## src/rtl/replay_unit_if.sv

```systemverilog
// Val/rdy message channel. The producer of msg/val uses master; the consumer,
// which drives rdy, uses slave.
interface replay_unit_if #(
   parameter int p_msg_nbits = 32
) ();
   logic [p_msg_nbits-1:0] msg;
   logic                   val;
   logic                   rdy;

   modport master (output msg, output val, input rdy);
   modport slave  (input msg, input val, output rdy);
endinterface

```

## src/rtl/replay_unit.sv

```systemverilog
// Val/rdy stream element that re-sends the most recently delivered message once
// per replay request and stalls new input until the queued replays have drained.
module replay_unit #(
   parameter  int p_msg_nbits   = 32,
   parameter  int p_max_pending = 3,
   localparam int CW            = $clog2(p_max_pending + 1)
) (
   input  logic                clk,
   input  logic                reset_n,
   input  logic                replay,
   replay_unit_if.slave        in,
   replay_unit_if.master       out,
   output logic [CW-1:0]       pending
);

   logic                   hist_val;
   logic [p_msg_nbits-1:0] hist_msg;
   logic                   replay_mode;
   logic                   xfer;
   logic                   inc;
   logic                   dec;

   assign replay_mode = (pending != '0);

   // REPLAY owns the output and stalls upstream; PASS is a plain wire-through.
   always_comb begin
      out.val = in.val;
      out.msg = in.msg;
      in.rdy  = out.rdy;
      if (replay_mode) begin
         out.val = 1'b1;
         out.msg = hist_msg;
         in.rdy  = 1'b0;
      end
   end

   assign xfer = out.val && out.rdy;
   // A request at saturation is dropped, so a concurrent replay transfer still decrements.
   assign inc  = replay && hist_val && (pending < CW'(p_max_pending));
   assign dec  = replay_mode && xfer;

   always_ff @(posedge clk or negedge reset_n) begin
      if (!reset_n) begin
         pending  <= '0;
         hist_val <= 1'b0;
         hist_msg <= '0;
      end else begin
         pending <= pending + CW'(inc) - CW'(dec);
         if (xfer && !replay_mode) begin
            hist_msg <= in.msg;
            hist_val <= 1'b1;
         end
      end
   end

endmodule

```

## src/flat_wrapper.sv

```systemverilog
// flat-port wrapper written by rule: the top's interface ports become plain ports
module replay_unit_flat 
#(
   parameter  int p_msg_nbits   = 32,
   parameter  int p_max_pending = 3,
   localparam int CW            = $clog2(p_max_pending + 1)
)
  (clk, reset_n, replay, pending, in_msg, in_val, in_rdy, out_msg, out_val, out_rdy);
  replay_unit_if #(.p_msg_nbits(p_msg_nbits)) in_i ();
  replay_unit_if #(.p_msg_nbits(p_msg_nbits)) out_i ();
  input  logic clk;
  input  logic reset_n;
  input  logic replay;
  output logic [CW-1:0] pending;
  input wire logic [$bits(in_i.msg)-1:0] in_msg;
  input wire logic [$bits(in_i.val)-1:0] in_val;
  output wire logic [$bits(in_i.rdy)-1:0] in_rdy;
  output wire logic [$bits(out_i.msg)-1:0] out_msg;
  output wire logic [$bits(out_i.val)-1:0] out_val;
  input wire logic [$bits(out_i.rdy)-1:0] out_rdy;
  assign in_i.msg = in_msg;
  assign in_i.val = in_val;
  assign in_rdy = in_i.rdy;
  assign out_msg = out_i.msg;
  assign out_val = out_i.val;
  assign out_i.rdy = out_rdy;
  replay_unit #(.p_msg_nbits(p_msg_nbits), .p_max_pending(p_max_pending)) u_core (.clk(clk), .reset_n(reset_n), .replay(replay), .in(in_i), .out(out_i), .pending(pending));
endmodule
```

## config.mk

```make
export PLATFORM = sky130hd
export DESIGN_NAME = replay_unit_flat
export DESIGN_NICKNAME = d
export VERILOG_FILES = /design/src/rtl/replay_unit_if.sv /design/src/rtl/replay_unit.sv /design/src/flat_wrapper.sv
export SDC_FILE = /design/constraint.sdc
export NUM_CORES = 1
export LEC_CHECK = 0
export ABC_CLOCK_PERIOD_IN_PS = 2290
export BUFFER_PORTS_ARGS = -buffer_cell sky130_fd_sc_hd__buf_2
export CAP_MARGIN = 20
export CORE_MARGIN = 2
export CORE_UTILIZATION = 48
export DETAILED_ROUTE_END_ITERATION = 10
export PLACE_DENSITY = 0.9
export SETUP_SLACK_MARGIN = 0.5
export SLEW_MARGIN = 30
export SYNTH_ARGS = -nofsm -noshare
export SYNTH_HDL_FRONTEND = slang
export SYNTH_SLANG_ARGS = --single-unit
```

## constraint.sdc

```tcl
create_clock -name clk -period 2.29 [get_ports clk]
set_input_delay 0 -clock clk [delete_from_list [all_inputs] [get_ports clk]]
set_output_delay 0 -clock clk [all_outputs]
set_load 0.005 [all_outputs]
```

==> results of run 1 <==
==> cell usage in the layout (no fill, tap or decap) <==
cell type,n
nand2_1,1
buf_2,72
buf_12,2
and2_1,1
nor2_4,1
clkbuf_8,6
ha_1,2
nor2b_1,1
nor4bb_4,1
dlygate4sd3_1,33
xnor2_1,2
dfrtp_1,35
inv_1,2
clkinv_2,1
or2_2,1
mux2_2,35
a21oi_1,1
mux2_4,29
or3_1,1
==> routing by layer <==
| layer | track usage (%) | part of all wire, % | vias up | wire [um] |
|---|---|---|---|---|
| li1 | - | - | 638 | - |
| met1 | 23.1 | 40 | 660 | 1740 |
| met2 | 41.4 | 54 | 54 | 2330 |
| met3 | 5.24 | 6.1 | 2 | 265 |
| met4 | 3.06 | 0.23 | 0 | 10 |
| met5 | 0 | 0 | - | 0 |
==> worst min-delay path: cells and delay by family <==
| family | cells | cell delay, ns |
|---|---|---|
| adder cells (fa/ha/maj) | 1 | 0.13 |
| AO/OA/AOI/OAI | 1 | 0.11 |
| buffers and inverters | 1 | 0.08 |
| AND/OR/NAND/NOR | 1 | 0.05 |
==> how the worst min path moves through the flow <==
| stage | start | endpoint |
|---|---|---|
| after floorplan | reset_n | u_core.hist_msg[0] |
| after global placement | reset_n | u_core.hist_msg[26] |
| after detailed placement | reset_n | u_core.hist_msg[30] |
| after CTS | replay | u_core.pending[0] |
| after global routing | replay | u_core.pending[0] |
| final | replay | u_core.pending[0] |
==> registers in the layout, indices dropped and copies added, names as in the netlist <==
signal,count
u_core.pending,2
u_core.hist_val,1
u_core.hist_msg,32
==> cell type report <==
cell class	count	area (um^2)	area share, %
Clock inverter	1	5.00	0.185
Multi-Input combinational cell	76	942	34.8
Sequential cell	35	876	32.4
Clock buffer	6	82.6	3.05
Timing Repair Buffer	107	731	27.0
Inverter	2	7.51	0.278
Tap cell	48	60.1	2.22
==> repair_timing <==
| item | 4_1_cts | 5_1_grt |
|---|---|---|
| pin swaps | 0 | 0 |
| endpoints found under the setup margin | 32 | 32 |
| resized for setup | 1 | 2 |
| hold endpoints to repair | 67 | 0 |
| hold buffers | 33 | 0 |
| setup buffers | 0 | 0 |
==> cells by family (layout without fill, tap and decap cells) <==
group / after synthesis / in the layout
XOR/XNOR: 2 / 2
flip-flops: 35 / 35
AO/OA/AOI/OAI: 1 / 1
AND/OR/NAND/NOR: 7 / 7
buffers and inverters: 9 / 116
multiplexers: 64 / 64
adder cells (fa/ha/maj): 2 / 2
==> power by group <==
group / switching [W] / internal [W]
Sequential: 0.000212 / 0.000930
Combinational: 0.000630 / 0.00116
Clock: 0.000199 / 0.000236
Total: 0.00104 / 0.00232
==> synthesized netlist by cell type, drive strengths merged <==
library cell	count	share of area (%)
nor4bb	1	0.53
nor2	1	0.33
or2	1	0.33
ha	2	1.3
and2	1	0.33
xnor2	2	0.93
nor2b	1	0.33
nand2	1	0.20
or3	1	0.33
dfrtp	35	46
a21oi	1	0.26
mux2	64	44
inv	2	0.40
buf	7	4.4
==> stage by stage <==
stage	hold WS, ns	area (um^2)	setup WS, ns	std cells	util [%]
CTS	0.126	2700	0.535	275	72.5
global placement	0.0990	2270	0.715	235	61.2
detailed placement	0.121	2270	0.670	235	61.2
floorplan	-0.296	1890	0.533	120	-
global route	0.143	2700	0.542	275	72.8
finish	0.123	2700	0.608	275	72.8
==> metrics, run 1 <==
DRC 0; Wirelength per Cell 15.8 um; Yosys cell types 17; CTS root buf clkbuf_8; Mapped Nets 159; Tightest Pin Transition 0.763 ns; via count 1354; drt first pass iters 4; Largest stage delay, worst path 0.48 ns; Fmax 595 MHz; Ports 73; Die W 66.7 um; DR iter-0 viols 27; leak pwr 1.30 nW; Max Slew Vio Count 0; CP endpoint kind primary output; slew margin rel. 49.1%; Synth Instances 120; Synth Area in Adders 1.33%; GR Util All Layers 21.1%; Clk pin slew, worst setup/hold paths 0.06 ns; WL final 4.35 mm; Critical Path RT 2.29 ns; Seq/Total Area, Yosys 46.4%; PortBufs 72; worst hold stages 4; Tmin final 1.68 ns; worst flop-to-flop path startpoint u_core.pending[0]; share of cells above drive strength 1 65.2%; Startpoint Class flop; grt ovf 0; vias in the first global route 1468; Avg Synthesized Cell Area 15.7 um^2; Avg Vias per Cell 4.92; antenna violations before repair 0; TritonCTS clock tree built; RSZ-0062 raised after global routing false; Seq cells post-synth 35; H-tree depth 2; crit path launch u_core.pending[0]; final worst-path cycle share 73.4%; Site Rows 22; Critical Path Fanout Max 33; area delta synth->final 43.2%; Synth Area in XOR/XNOR 0.928%; Synth Area in Compound Gates 0.265%; Cell Area, Synth 0.00189 mm^2; first-pass GRT wire length 6.92 mm; reg-to-reg endpoint u_core.hist_msg[13]; final hold violation count 0; max-cap viol count 0; Initial Utilization 50.8%; die area 0.00445 mm^2; Worst path depth 4; Clock Skew 0.00179 ns; HP Class in -> reg; post-synthesis mux area share 43.9%; Ant. Diodes 0; Peak VDD IR 632 uV; TNS Setup 0 ns; FILL cells 269; DPL Wire Length 2.46 mm; CTS Buf Count 5; Power Density 1240 mW/mm^2; slowest CP cell dfrtp_1; clock buffer depth 2; critical path class reg -> out; total power 0.00336 W; # nets final 266; Core Area 0.00372 mm^2; Clk Latency, worst-skew pair 0.27 ns; YS warnings 0; Final Wtd Congestion 0.641; R2R cell count 3; CP endpoint out_msg[11]; DRT antenna net count 0; CP Cell Sequence nor2_4 -> buf_12 -> mux2_2 -> buf_2; cell family with most CP delay flip-flops; Clock Sinks 35; status finished, final reports clean; main combinational cell family by area after synthesis multiplexers; critical path arrival 1.68 ns; Post-Synth Simple-Gate Area 2.39%; Final Setup Violations 0; Die Y 66.7 um; worst path buffer plus inverter count 2; Register-to-Register Setup Slack 0.65 ns; largest net degree at the start of global routing 36
No activity file was read; power rests on OpenSTA's default activity.
==> inputs of run 2 (changes only) <==
--- a/config.mk
+++ b/config.mk
@@ -5,13 +5,14 @@
 export SDC_FILE = /design/constraint.sdc
 export NUM_CORES = 1
 export LEC_CHECK = 0
-export ABC_CLOCK_PERIOD_IN_PS = 2290
+export ABC_AREA = 1
+export ABC_CLOCK_PERIOD_IN_PS = 1400
 export BUFFER_PORTS_ARGS = -buffer_cell sky130_fd_sc_hd__buf_2
 export CAP_MARGIN = 20
 export CORE_MARGIN = 2
-export CORE_UTILIZATION = 48
+export CORE_UTILIZATION = 44
 export DETAILED_ROUTE_END_ITERATION = 10
-export PLACE_DENSITY = 0.9
+export PLACE_DENSITY = 0.87
 export SETUP_SLACK_MARGIN = 0.5
 export SLEW_MARGIN = 30
 export SYNTH_ARGS = -nofsm -noshare
==> constraint.sdc (replaced) <==
create_clock -name clk -period 1.4 [get_ports clk]
set_input_delay 0 -clock clk [delete_from_list [all_inputs] [get_ports clk]]
set_output_delay 0 -clock clk [all_outputs]
set_load 0.005 [all_outputs]
==> metrics, run 2 <==
Clk pin slew, worst setup/hold paths 0.07 ns (was 0.06 ns); clock buffer depth 2 (unchanged); cts hold-fix bufs 28 (was 33); Clk Latency, worst-skew pair 0.28 ns (was 0.27 ns); DPL Wire Length 3.17 mm (was 2.46 mm); Largest stage delay, worst path 0.41 ns (was 0.48 ns); critical path class reg -> out (unchanged); Seq/Total Area, Yosys 45.3% (was 46.4%); Most used DFF post-synth dfrtp_1 (unchanged); Post-synth ARST share 100% (unchanged); Final Setup Violations 0 (unchanged); synth cell count leaders 167 x nand2_1, 35 x dfrtp_1, 32 x nand4_1 (was 35 x dfrtp_1, 35 x mux2_2, 29 x mux2_4); Critical Path Fanout Max 9 (was 33); WL final 5.50 mm (was 4.35 mm); max-cap viol count 0 (unchanged); slew margin rel. 49.4% (was 49.1%); most frequent cell after synthesis nand2_1; Peak VDD IR 1000 uV (was 632 uV); number of flops mapped to enable cells by yosys 0 (unchanged); # nets final 418 (was 266); Yosys cell types 16 (was 17); Clock Skew 0.00631 ns (was 0.00179 ns); Initial Utilization 45.0% (was 50.8%); final instance area 0.00292 mm^2 (was 0.00270 mm^2); dominant cells by area after synthesis dfrtp_1 45%, nand2_1 32%, nand4_1 10% (was dfrtp_1 46%, mux2_4 23%, mux2_2 21%); GR Util All Layers 22.9% (was 21.1%); Non-Filler Instances 432 (was 275); DRC 0 (unchanged); leak pwr 1.67 nW (was 1.30 nW); FILL cells 337 (was 269); DRT antenna net count 0 (unchanged); Final Wtd Congestion 0.807 (was 0.641); Die W 70.3 um (was 66.7 um); Tightest Pin Transition 0.758 ns (was 0.763 ns); status finished with violations (was finished, final reports clean); Multi-input gate area 935 um^2 (was 942 um^2); max reg flops 32 (unchanged); Startpoint Class flop (unchanged); first-pass GRT wire length 9.13 mm (was 6.92 mm); Cell Area, Synth 0.00193 mm^2 (was 0.00189 mm^2); largest net degree at the start of global routing 36 (unchanged); HP Class in -> async (was in -> reg); DP Cell Count 383 (was 235); most flop-heavy register u_core.hist_msg (unchanged); H-tree depth 2 (unchanged); Avg Vias per Cell 5.09 (was 4.92); via count 2198 (was 1354); Tmin final 1.40 ns; area delta synth->final 50.9% (was 43.2%); slowest CP cell dfrtp_1 (unchanged); worst flop-to-flop path startpoint u_core.pending[0] (unchanged); Synth Instances 272 (was 120); Power Density 2070 mW/mm^2 (was 1240 mW/mm^2); share of cells above drive strength 1 29.5% (was 65.2%); final worst-path cycle share 99.8%; CP endpoint kind primary output (unchanged); Max Slew Vio Count 0 (unchanged); Clock Sinks 35 (unchanged); vias in the first global route 2006 (was 1468); Wirelength per Cell 12.7 um (was 15.8 um); Ports 73 (unchanged); YS warnings 0 (unchanged); Critical Path RT 1.40 ns (was 2.29 ns); Avg Synthesized Cell Area 7.10 um^2 (was 15.7 um^2); Post-DP Area 0.00230 mm^2 (was 0.00227 mm^2); Site Rows 24 (was 22); Core Area 0.00429 mm^2 (was 0.00372 mm^2); Mapped Nets 311 (was 159); DR iter-0 viols 135 (was 27); drt first pass iters 4 (unchanged); Top Registers u_core.hist_msg x32, u_core.pending x2, u_core.hist_val x1 (unchanged); commonest non-fill, non-tap cell in the layout nand2_1 (was buf_2); antenna violations before repair 0 (unchanged); CTS root buf clkbuf_8 (unchanged); Die Y 70.3 um (was 66.7 um); hold_ws -0.215 ns (was 0.123 ns); failing checks hold timing; Seq cells post-synth 35 (unchanged); register area 877 um^2 (was 876 um^2); commonest cells after routing, fill and taps aside 163 x nand2_1, 72 x buf_2, 34 x dfrtp_1 (was 72 x buf_2, 35 x mux2_2, 35 x dfrtp_1); crit path launch u_core.pending[0] (unchanged); area leader, netlist dfrtp_1 (unchanged); CP Cell Sequence nor2_4 -> buf_12 -> inv_16 -> or2_1 -> buf_2 (was nor2_4 -> buf_12 -> mux2_2 -> buf_2); Ant. Diodes 0 (unchanged); TritonCTS clock tree built (unchanged); Fmax 715 MHz; grt ovf 0 (unchanged); CTS Buf Count 5 (unchanged); final hold violation count 36 (was 0); PortBufs 72 (unchanged); critical path arrival 1.40 ns (was 1.68 ns); RSZ-0062 raised after global routing true (was false); top cell type's share of synthesized area 45.3% (was 46.4%); die area 0.00494 mm^2 (was 0.00445 mm^2)
[run 2: metrics by stage]
step | total power (W) | util [%] | hold slack, ns | TNS, ns | setup slack [ns]
2_1_floorplan | 0.00351 | - | -0.296 | -0.305 | -0.176
3_3_place_gp | 0.00430 | 53.6 | 0.104 | 0 | 0.0787
3_5_place_dp | 0.00438 | 53.6 | 0.113 | 0 | 0.0270
4_1_cts | 0.00591 | 66.8 | -0.187 | 0 | 0.00621
5_1_grt | 0.00660 | 67.9 | -0.165 | -2.12 | -0.0768
6_report | 0.00604 | 67.9 | -0.215 | 0 | 0.00223
[run 2: kinds of logic after synthesis]
logic type	share of synthesized area (%)
simple gates	44.9
fa+ha+maj	1.30
buf+inv	8.23
compound gates	0.259
flops	45.3
[run 2: report_power, final]
group / internal [W] / switching, W / leakage (nW)
Sequential: 0.00148 / 0.000254 / 0.431
Combinational: 0.00170 / 0.00183 / 1.19
Clock: 0.000449 / 0.000330 / 0.0515
[run 2: final timing paths]
path	end	slack (ns)	depth (start not counted)
hold / removal	u_core.hist_msg[4]	-0.21	1
setup reg to reg	u_core.hist_msg[17]	0.03	7
setup / recovery	out_val	0.002	5
min in group clk	u_core.hist_msg[27]	0	3
max in group asynchronous	u_core.pending[1]	1.08	1
hold reg to reg	u_core.hist_val	0.46	2
[run 2: repair_timing]
action / CTS / global route
resized for setup: 23 / 7
gates cloned: 3 / 0
endpoints found under the hold margin: 63 / 35
pin swaps: 4 / 1
setup buffers: 7 / 3
setup endpoints to repair: 69 / 71
[run 2: layer usage]
layer  wire, um  vias to the layer above  global-route usage [%]
met4        125                        0                    9.40
li1           -                     1082                       -
met2       2740                      109                    36.0
met3        398                       14                    4.47
met1       2230                      993                    31.0
met5          0                        -                       0
[run 2: layout make-up]
cell class	instances	area share, %
well taps	52	2.23
repair buffers	119	30.0
clock buffers	8	3.43
multi-input cells	208	32.1
flip-flops and latches	35	30.1
repair inverters	2	0.601
inverters	8	1.59
[run 2: critical path: cells and delay by family, from the launching register on]
family / cells / cell delay [ns]
buffers and inverters: 3 / 0.35
DFF: 1 / 0.41
and+or+nand+nor: 2 / 0.36
==> inputs of run 3 (changes only) <==
--- a/config.mk
+++ b/config.mk
@@ -13,6 +13,7 @@
 export CORE_UTILIZATION = 44
 export DETAILED_ROUTE_END_ITERATION = 10
 export PLACE_DENSITY = 0.87
+export RECOVER_POWER = 50
 export SETUP_SLACK_MARGIN = 0.5
 export SLEW_MARGIN = 30
 export SYNTH_ARGS = -nofsm -noshare
==> metrics, run 3 (synthesized netlist as in run 2, its figures left out) <==
DRC 0 (unchanged); Final Setup Violations 0 (unchanged); WL final 5.52 mm (was 5.50 mm); commonest cells after routing, fill and taps aside 163 x nand2_1, 71 x buf_2, 34 x dfrtp_1 (was 163 x nand2_1, 72 x buf_2, 34 x dfrtp_1); # nets final 418 (unchanged); RSZ-0062 raised after global routing true (unchanged); share of cells above drive strength 1 29.5% (unchanged); sw frac 40.0% (about the same); via count 2187 (was 2198); Wirelength per Cell 12.8 um (was 12.7 um); Clock Skew 0.00605 ns (was 0.00631 ns); DP Cell Count 383 (unchanged); Cell Int Power 0.00362 W (about the same); pre-CTS setup slack 0.0270 ns (unchanged); Comb pwr share 58.5% (about the same); worst flop-to-flop path startpoint u_core.pending[0] (unchanged); Seq pwr share 28.6% (about the same); final hold violation count 36 (unchanged); Clk Latency, worst-skew pair 0.28 ns (about the same); Core Area 0.00429 mm^2 (unchanged); DRT antenna net count 0 (unchanged); Fmax 715 MHz (about the same); Critical Path Fanout Max 9 (unchanged); Die Y 70.3 um (unchanged); PortBufs 72 (unchanged); slowest CP cell dfrtp_1 (unchanged); TritonCTS clock tree built (unchanged); Register-to-Register Setup Slack 0.03 ns (about the same); critical path arrival 1.40 ns (about the same); cell family with most CP delay flip-flops (unchanged); critical path class reg -> out (unchanged); CTS Buf Count 5 (unchanged); Critical Path RT 1.40 ns (about the same); antenna violations before repair 0 (unchanged); TNS Setup 0 ns (unchanged); Switch Pwr 0.00242 W (was 0.00241 W); Clk pin slew, worst setup/hold paths 0.07 ns (about the same); min setup slack post-route 0.00232 ns (was 0.00223 ns); hold_ws -0.182 ns (was -0.215 ns); max reg flops 32 (unchanged); Clock Sinks 35 (unchanged); CP Cell Sequence nor2_4 -> buf_12 -> inv_16 -> or2_1 -> buf_2 (unchanged); final worst-path cycle share 99.8% (about the same); Non-Filler Instances 432 (unchanged); DPL Wire Length 3.17 mm (unchanged); Largest stage delay, worst path 0.41 ns (about the same); FILL cells 337 (unchanged); Top Registers u_core.hist_msg x32, u_core.pending x2, u_core.hist_val x1 (unchanged); Peak VDD IR 1010 uV (was 1000 uV); drt first pass iters 4 (unchanged); leak pwr 1.67 nW (about the same); area delta synth->final 50.9% (unchanged); Tightest Pin Transition 0.855 ns (was 0.758 ns); most flop-heavy register u_core.hist_msg (unchanged); worst path buffer plus inverter count 3 (unchanged); Power Density 2070 mW/mm^2 (about the same); Initial Utilization 45.0% (unchanged); commonest non-fill, non-tap cell in the layout nand2_1 (unchanged); Max Slew Vio Count 0 (unchanged); slew margin rel. 43.0% (was 49.4%); status finished with violations (unchanged); failing checks hold timing (unchanged); Ports 73 (unchanged); R2R cell count 7 (unchanged); CP endpoint kind primary output (unchanged); vias in the first global route 2006 (unchanged); largest net degree at the start of global routing 36 (unchanged); Avg Vias per Cell 5.06 (was 5.09); Tmin final 1.40 ns (about the same); HP Class in -> async (unchanged); H-tree depth 2 (unchanged); Startpoint Class flop (unchanged); Clk pwr share 12.9% (about the same); Final Wtd Congestion 0.807 (unchanged); reg-to-reg endpoint u_core.hist_msg[17] (unchanged); die area 0.00494 mm^2 (unchanged); DR iter-0 viols 135 (unchanged); GR Util All Layers 22.9% (unchanged); Final Core Density 67.9% (unchanged); grt ovf 0 (unchanged); cts hold-fix bufs 28 (unchanged); total power 0.00604 W (about the same); CTS root buf clkbuf_8 (unchanged); clock buffer depth 2 (unchanged); first-pass GRT wire length 9.13 mm (unchanged); max-cap viol count 0 (unchanged); Die W 70.3 um (unchanged); Site Rows 24 (unchanged); Ant. Diodes 0 (unchanged)
## run 3: how the worst max path moves through the flow
stage / slack, ns / endpoint / cells past startpoint / from
6_report: 0.002 / out_val / 5 / u_core.pending[0]
5_1_grt: -0.08 / out_msg[10] / 6 / u_core.pending[0]
4_1_cts: 0.006 / out_val / 5 / u_core.pending[0]
3_5_place_dp: 0.03 / out_msg[5] / 6 / u_core.pending[1]
3_3_place_gp: 0.08 / out_msg[24] / 6 / u_core.pending[1]
2_1_floorplan: -0.18 / u_core.pending[1] / 9 / u_core.pending[1]
## run 3: timing repair
| action | CTS | global route |
|---|---|---|
| endpoints found under the hold margin | 63 | 35 |
| pin swaps | 4 | 1 |
| buffers inserted | 7 | 3 |
| gates resized for setup | 23 | 7 |
| endpoints found under the setup margin | 69 | 71 |
| gates cloned | 3 | 0 |
## run 3: per-layer routing
metal,track usage [%],vias up,share of wire [%]
met4,9.40,0,2.0
li1,-,1082,-
met2,36.0,108,50
met3,4.47,12,6.9
met5,0,-,0
met1,31.0,985,41
## run 3: through the flow
stage                     instance area (um^2)  hold slack, ns
after floorplan                           1960          -0.296
after global placement                    2300           0.104
after detailed placement                  2300           0.113
after CTS                                 2870          -0.187
after global routing                      2920          -0.129
final                                     2920          -0.182
## run 3: cell type report
| type | instances | area (um^2) | area share, % |
|---|---|---|---|
| sequential | 35 | 877 | 30.1 |
| tap | 52 | 65.1 | 2.23 |
| clock buffer | 8 | 100 | 3.43 |
| multi-input combinational | 208 | 935 | 32.1 |
| timing repair buffer | 119 | 875 | 30.0 |
| inverter | 8 | 46.3 | 1.59 |
| timing repair inverter | 2 | 17.5 | 0.601 |
## run 3: power groups by stage
stage / registers (W) / logic (W) / clock network, W
after global routing: 0.00178 / 0.00397 / 0.000847
after global placement: 0.00174 / 0.00256 / 0
final: 0.00173 / 0.00353 / 0.000779
after CTS: 0.00172 / 0.00340 / 0.000793
after detailed placement: 0.00175 / 0.00263 / 0
after floorplan: 0.00170 / 0.00181 / 0
## run 3: worst reg2reg max path, cell delays in order, from the launching register on
cell	delay [ns]
dfrtp_1	0.41
nor2_4	0.16
buf_12	0.18
buf_4	0.13
nand3_4	0.07
buf_12	0.18
nand2_1	0.07
nand2_1	0.05
